$ cat src/rtl/adc_sample_conditioner_if.sv
// ADC response stream plus conditioned-sample output handshake for adc_sample_conditioner.
// The master side drives ADC beats and out_ready; the slave side is the conditioner.
interface adc_sample_conditioner_if;
  logic        adc_response_valid;
  logic [4:0]  adc_response_channel;
  logic [11:0] adc_response_data;
  logic        out_valid;
  logic        out_ready;
  logic [15:0] out_data;
  logic [7:0]  overrun_count;

  modport master (
    output adc_response_valid, adc_response_channel, adc_response_data, out_ready,
    input  out_valid, out_data, overrun_count
  );

  modport slave (
    input  adc_response_valid, adc_response_channel, adc_response_data, out_ready,
    output out_valid, out_data, overrun_count
  );
endinterface

$ cat src/rtl/adc_sample_conditioner.sv
// Converts offset-binary ADC beats of one channel into signed 16-bit audio held in a 1-deep overwrite buffer.
// Optional DC removal is compiled in with the macro ADC_DC_REMOVE_EN (adds one pipeline stage).
module adc_sample_conditioner #(
  parameter int CHANNEL   = 1,
  parameter int AVG_SHIFT = 8
) (
  input  logic                          clk_clk,
  input  logic                          reset_reset_n,
  adc_sample_conditioner_if.slave       bus
);

  localparam logic [4:0] CHANNEL_ID = CHANNEL[4:0];
  localparam logic [0:0] EMPTY      = 1'b0;
  localparam logic [0:0] FULL       = 1'b1;

  if (AVG_SHIFT < 1 || AVG_SHIFT > 12) begin : g_bad_shift
    $error("AVG_SHIFT out of range 1..12");
  end

  logic        accept_s;
  logic [11:0] x_s;
  logic        sample_valid_s;
  logic [15:0] sample_data_s;

  assign accept_s = bus.adc_response_valid && (bus.adc_response_channel == CHANNEL_ID);
  assign x_s      = {~bus.adc_response_data[11], bus.adc_response_data[10:0]};

`ifdef ADC_DC_REMOVE_EN
  localparam int ACC_W = 13 + AVG_SHIFT;

  logic signed [ACC_W-1:0] acc_r;
  logic signed [ACC_W-1:0] x_ext_s;
  logic signed [ACC_W-1:0] dc_s;
  logic signed [ACC_W-1:0] diff_s;
  logic signed [ACC_W-1:0] acc_next_s;
  logic        [ACC_W+3:0] scaled_s;
  logic        [ACC_W-12:0] scaled_top_s;
  logic        [15:0]      stage_data_s;
  logic                    stage_valid_r;
  logic        [15:0]      stage_data_r;

  // DC estimate is taken from the accumulator before this beat updates it.
  always_comb begin
    x_ext_s      = {{(ACC_W-12){x_s[11]}}, x_s};
    dc_s         = acc_r >>> AVG_SHIFT;
    diff_s       = x_ext_s - dc_s;
    acc_next_s   = acc_r + x_ext_s - dc_s;
    scaled_s     = {diff_s, 4'b0000};
    scaled_top_s = scaled_s[ACC_W+3:15];
    if ((&scaled_top_s) || !(|scaled_top_s)) begin
      stage_data_s = scaled_s[15:0];
    end else if (scaled_s[ACC_W+3]) begin
      stage_data_s = 16'h8000;
    end else begin
      stage_data_s = 16'h7FFF;
    end
  end

  // Accumulator and the extra pipeline stage introduced by DC removal.
  always_ff @(posedge clk_clk or negedge reset_reset_n) begin
    if (!reset_reset_n) begin
      acc_r         <= '0;
      stage_valid_r <= 1'b0;
      stage_data_r  <= 16'h0000;
    end else begin
      stage_valid_r <= accept_s;
      if (accept_s) begin
        acc_r        <= acc_next_s;
        stage_data_r <= stage_data_s;
      end
    end
  end

  assign sample_valid_s = stage_valid_r;
  assign sample_data_s  = stage_data_r;
`else
  assign sample_valid_s = accept_s;
  assign sample_data_s  = {x_s, 4'b0000};
`endif

  logic [0:0]  state_r;
  logic [0:0]  state_next_s;
  logic [15:0] out_data_r;
  logic [15:0] out_data_next_s;
  logic [7:0]  overrun_r;
  logic [7:0]  overrun_next_s;

  // Output holder: a new sample always wins; it only counts as an overrun if the old one was not taken.
  always_comb begin
    state_next_s    = state_r;
    out_data_next_s = out_data_r;
    overrun_next_s  = overrun_r;
    case (state_r)
      EMPTY: begin
        if (sample_valid_s) begin
          state_next_s    = FULL;
          out_data_next_s = sample_data_s;
        end else begin
          state_next_s    = EMPTY;
        end
      end
      FULL: begin
        if (sample_valid_s) begin
          out_data_next_s = sample_data_s;
          if (!bus.out_ready && (overrun_r != 8'hFF)) begin
            overrun_next_s = overrun_r + 8'd1;
          end else begin
            overrun_next_s = overrun_r;
          end
        end else if (bus.out_ready) begin
          state_next_s = EMPTY;
        end else begin
          state_next_s = FULL;
        end
      end
      default: begin
        state_next_s = EMPTY;
      end
    endcase
  end

  // Output holder state, data and overrun counter.
  always_ff @(posedge clk_clk or negedge reset_reset_n) begin
    if (!reset_reset_n) begin
      state_r    <= EMPTY;
      out_data_r <= 16'h0000;
      overrun_r  <= 8'h00;
    end else begin
      state_r    <= state_next_s;
      out_data_r <= out_data_next_s;
      overrun_r  <= overrun_next_s;
    end
  end

  assign bus.out_valid     = (state_r == FULL);
  assign bus.out_data      = out_data_r;
  assign bus.overrun_count = overrun_r;

endmodule

$ cat src/flat_wrapper.sv
// flat-port wrapper written by rule: the top's interface ports become plain ports
module adc_sample_conditioner_flat 
#(
  parameter int CHANNEL   = 1,
  parameter int AVG_SHIFT = 8
)
  (clk_clk, reset_reset_n, bus_adc_response_valid, bus_adc_response_channel, bus_adc_response_data, bus_out_ready, bus_out_valid, bus_out_data, bus_overrun_count);
  adc_sample_conditioner_if bus_i ();
  input  logic clk_clk;
  input  logic reset_reset_n;
  input wire logic [$bits(bus_i.adc_response_valid)-1:0] bus_adc_response_valid;
  input wire logic [$bits(bus_i.adc_response_channel)-1:0] bus_adc_response_channel;
  input wire logic [$bits(bus_i.adc_response_data)-1:0] bus_adc_response_data;
  input wire logic [$bits(bus_i.out_ready)-1:0] bus_out_ready;
  output wire logic [$bits(bus_i.out_valid)-1:0] bus_out_valid;
  output wire logic [$bits(bus_i.out_data)-1:0] bus_out_data;
  output wire logic [$bits(bus_i.overrun_count)-1:0] bus_overrun_count;
  assign bus_i.adc_response_valid = bus_adc_response_valid;
  assign bus_i.adc_response_channel = bus_adc_response_channel;
  assign bus_i.adc_response_data = bus_adc_response_data;
  assign bus_i.out_ready = bus_out_ready;
  assign bus_out_valid = bus_i.out_valid;
  assign bus_out_data = bus_i.out_data;
  assign bus_overrun_count = bus_i.overrun_count;
  adc_sample_conditioner #(.CHANNEL(CHANNEL), .AVG_SHIFT(AVG_SHIFT)) u_core (.clk_clk(clk_clk), .reset_reset_n(reset_reset_n), .bus(bus_i));
endmodule
$ cat config.mk
export PLATFORM = sky130hd
export DESIGN_NAME = adc_sample_conditioner_flat
export DESIGN_NICKNAME = d
export VERILOG_FILES = /design/src/rtl/adc_sample_conditioner_if.sv /design/src/rtl/adc_sample_conditioner.sv /design/src/flat_wrapper.sv
export SDC_FILE = /design/constraint.sdc
export NUM_CORES = 1
export LEC_CHECK = 0
export CORE_MARGIN = 1.5
export CORE_UTILIZATION = 39
export CTS_CLUSTER_SIZE = 40
export DETAILED_ROUTE_END_ITERATION = 6
export GPL_ROUTABILITY_DRIVEN = 0
export GPL_TIMING_DRIVEN = 1
export PLACE_DENSITY = 0.78
export SETUP_SLACK_MARGIN = 0.15
export SYNTH_ARGS = -nofsm -noshare
export SYNTH_HDL_FRONTEND = slang
export SYNTH_SLANG_ARGS = --single-unit
$ cat constraint.sdc
create_clock -name clk_clk -period 2 [get_ports clk_clk]
set_input_delay 0.5 -clock clk_clk [delete_from_list [all_inputs] [get_ports clk_clk]]
set_output_delay 0.5 -clock clk_clk [all_outputs]
set_load 0.02 [all_outputs]
# Word level (Yosys, flattened, before mapping)
# Cells that the tools add are included.
[classes]
addsub = 1
multipliers = 0
div = 0
magnitude_cmp = 0
n_eq_ne = 2
n_shift = 0
muxes = 5
bitwise = 2
n_reduce_logical = 4
[op_table]
columns = ["cell", "count"]
rows = [
  ["$mux 16", 1],
  ["$add 8x1->8 const B", 1],
  ["$ne 8x8->1 const B", 1],
  ["$eq 5x1->1 const B", 1],
  ["$mux 1", 3],
  ["$reduce_and 3->1", 1],
  ["$logic_and 1x1->1", 2],
  ["$not 1->1", 2],
  ["$pmux 1 s2", 1],
  ["$logic_not 1->1", 1],
]
[word_totals]
ff_bits = 25
latchBits = 0
ramBits = 0
romBits = 0
inputBits = 21
output_inout_bits = 25
elab_cells = 17
n_memories = 0

# Depth between registers and ports, before layout
[depth]
ltp_word = 4
ltp_mapped = 5
depth_no_buf = 5

# Least setup slack after synthesis
# No wires, ideal clock.
[synth_path]
path_kind = "input to register"
startpoint = "input port bus_adc_response_channel[1]"
endpoint = "register u_core.overrun_r[1], in the netlist u_core.bus.overrun_count[1]"
setup_ps = 125
t_arrival_ps = 1466
required_ps = 1875
slack_ps = 409
stages = 4
n_path_buf = 0
path_cell_list = "nor4b_4 > nand2_1 > nor2_1 > mux2_2"
[synth_between]
elab_chain_len = 3
[synth_lines]
columns = ["item", "line", "text"]
rows = [
  ["start, declared", "flat_wrapper.sv:12", "input wire logic [$bits(bus_i.adc_response_channel)-1:0] bus_adc_response_channel;"],
  ["$eq 5x1->1", "adc_sample_conditioner.sv:25", "assign accept_s = bus.adc_response_valid && (bus.adc_response_channel == CHANNEL_ID);"],
  ["$logic_and 1x1->1", "adc_sample_conditioner.sv:25", ""],
  ["$reduce_and 3->1 (no source line)", "n/a", ""],
  ["end signal, assigned", "adc_sample_conditioner.sv:131", "overrun_r <= overrun_next_s;"],
  ["end, declared", "adc_sample_conditioner.sv:85", "logic [7:0] overrun_r;"],
]
# Every way passes these cells.
# A chain may end at the register's enable or synchronous reset.

# Worst setup path after layout
[layout_path]
startpoint = "input port bus_adc_response_channel[4]"
endpoint = "register u_core.overrun_r[6], in the netlist u_core.bus.overrun_count[6]"
# The elaborated chain is that of the path after synthesis.

==> run metrics <==
Initial Util between 40% and 50%; nets 138; number of port buffers 41; core area 2210 sq um; complex-gate fraction of the synthesized area ~1.1%; die area around 2700 sq um; sequential element share of the synthesized area 57.2%; post-synth top area cell dfrtp_1; RSZ-0062 raised after global routing true; DRT Pass-1 Iters 4; VDD IR max 0.000379 V; Synth Area per Inst between 10 and 15 sq um; CP required around 2200 ps; PD cells a little under 700 nW/um^2; Detail Placement HPWL between 1.5 and 2 mm; highest clock rate 541 MHz; XOR/XNOR share of the synthesized area between 6 and 7%; Clock Latency Late Sink 310 ps; CTS Buffer Depth 2; Slew headroom a little under three fifths; Unique masters post-synth 20; Setup CP Type primary input to flop; final worst-path cycle share approximately 92%; largest net degree at the start of global routing 22; overall routed net length around 2.1 mm; CP Launch Type primary input; Die H about 50 um; Post-synth ARST share 100%; setup tns final 0 ps; ratio of cells with drive above 1 in the final layout between 20 and 25%; Reg clk slew, reported paths approximately 120 ps; Final Hold Fails 0; GRT Total Usage between 15 and 20%; Initial DRC Count 18; register area around 530 sq um; clk root buf clkbuf_4; Max-Cap Viols 0; Filler cells approximately 170; Setup crit start bus_adc_response_channel[4]; skew final between 2 and 3 ps; CTS tree done; Max FO, Critical Path 7; first-pass GRT wire length ~3.1 mm; # setup viols final 0; Simple-Gate Fraction of Synth Area around 14%; initial antenna violation count 0; Least-Margin Pin Slew 642 ps; number of global-route vias before repair between 600 and 700; Critical Path AT around 2100 ps; Ports 46; hold crit path type flop to flop; Crit Reg-Reg Startpoint u_core.bus.overrun_count[0]; Synth Flop Type dfrtp_1; Pwr Total 0.964 mW; Post-synth EDFFs 0; status finished clean; DR WL/cell about 15 um; final hold slack just under 500 ps; CTS H-tree depth 1; antenna viol nets, final 0; die width roughly 50 um; FP Rows 17; largest cells by area after synthesis dfrtp_1, mux2_2, xor2_1; # Post-CTS Setup Buffers 0; gr ovfl total 0; Num CTS Buffers 3; Leak 0.723 nW; Util after Layout a little under two thirds; area of the mapped netlist approximately 900 sq um; Max Slew Vio Count 0; synth warn 0; Synth Area in Adders under 10%; multi-input logic area just under 400 sq um; post-synthesis register bit count 21; Synth top cells by count dfrtp_1, mux2_2, xor2_1, buf_4, nand2_1; Vias per Instance a little under 5; # clock sinks 21; Area Overhead vs Synth 54.0%; hold_sp u_core.bus.out_data[15]; Post-Syn Instances between 60 and 70; top-area cell type share of the netlist area between 50 and 60%; mux share of post-synthesis cell area between 10 and 15%; Worst setup EP type flop; min Tclk post-route ~1800 ps; Post-route DRC 0; DR vias between 700 and 800; most instantiated library cell after synthesis dfrtp_1; largest family of logic cells by synthesized area multiplexers; # diodes 0
[placed cells by master, fill, tap and decap left out, types with 2 or more instances in the layout]
| master | Yosys | routed |
|---|---|---|
| buf_4 | 4 | 3 |
| clkbuf_4 | 0 | 3 |
| clkdlybuf4s50_1 | 0 | 32 |
| conb_1 | 1 | 4 |
| dfrtp_1 | 21 | 21 |
| dlygate4sd2_1 | 0 | 6 |
| dlymetal6s2s_1 | 0 | 3 |
| mux2_2 | 12 | 12 |
| nand2_1 | 4 | 3 |
| nand3_1 | 3 | 3 |
| nor4_2 | 0 | 2 |
| o21ai_0 | 2 | 2 |
| xor2_1 | 7 | 7 |
[cell families (layout without fill, tap and decap cells)]
group | after synthesis | in the layout
AND/OR/NAND/NOR | 19 | 19
XOR/XNOR | 7 | 7
AO/OA/AOI/OAI | 2 | 2
multiplexers | 12 | 12
buffers and inverters | 6 | 49
adder cells (fa/ha/maj) | 1 | 1
other | 1 | 4
flip-flops | 21 | 21
[area by class of cell]
class                      instances  share of cell area (%)
clock buffer                       3                    1.59
clock inverter                     1                   0.354
sequential                        21                    37.2
timing repair buffer              44                    30.6
multi-input combinational         45                    27.5
inverter                           1                   0.265
tap                               28                    2.48
[worst paths after layout]
check | slack (ps) | end | depth (start not counted)
max in group asynchronous | 1280 | u_core.bus.overrun_count[5] | 2
min in group asynchronous | 510 | u_core.bus.overrun_count[1] | 2
worst min register to register | 500 | u_core.bus.out_data[15] | 2
worst min-delay path | 500 | u_core.bus.out_data[15] | 2
worst max register to register | 260 | u_core.bus.overrun_count[0] | 6
worst max-delay path | 150 | u_core.bus.overrun_count[6] | 5
[worst max-delay path: stages]
cell and delay, ps:
clkdlybuf4s50_1 440, nor4bb_2 350, nand2_2 200, nor4_1 420
xor2_1 170
[power breakdown]
part	switching [mW]	internal, mW
Combinational	0.115	0.150
Sequential	0.0227	0.472
Clock	0.130	0.0748
Total	0.267	0.697
[layer usage]
metal / GRT usage (%) / part of all wire, % / vias up
met5: 0 / 0 / -
met4: 9.21 / 2.2 / 0
met3: 2.87 / 5.5 / 5
met2: 26.3 / 49 / 30
met1: 20.8 / 43 / 348
li1: - / - / 327
[per-stage QoR]
step	setup slack, ps	instance area (sq um)	cells
after detailed placement	-163	1360	139
after global placement	-75.6	1360	139
after global routing	115	1410	143
after CTS	152	1380	143
final	153	1410	143
after floorplan	409	930	72
[what timing repair did]
item / 4_1_cts / 5_1_grt
pin swaps: 0 / 1
hold buffers: 0 / 0
resized for setup: 6 / 8
hold endpoints to repair: 0 / 0
endpoints found under the setup margin: 6 / 8
[state kept, by name, summed over array words and instances, names as in the netlist]
signal,count
u_core.bus.out_valid,1
u_core.bus.out_data,12
u_core.bus.overrun_count,8
No activity file was read; power rests on OpenSTA's default activity.
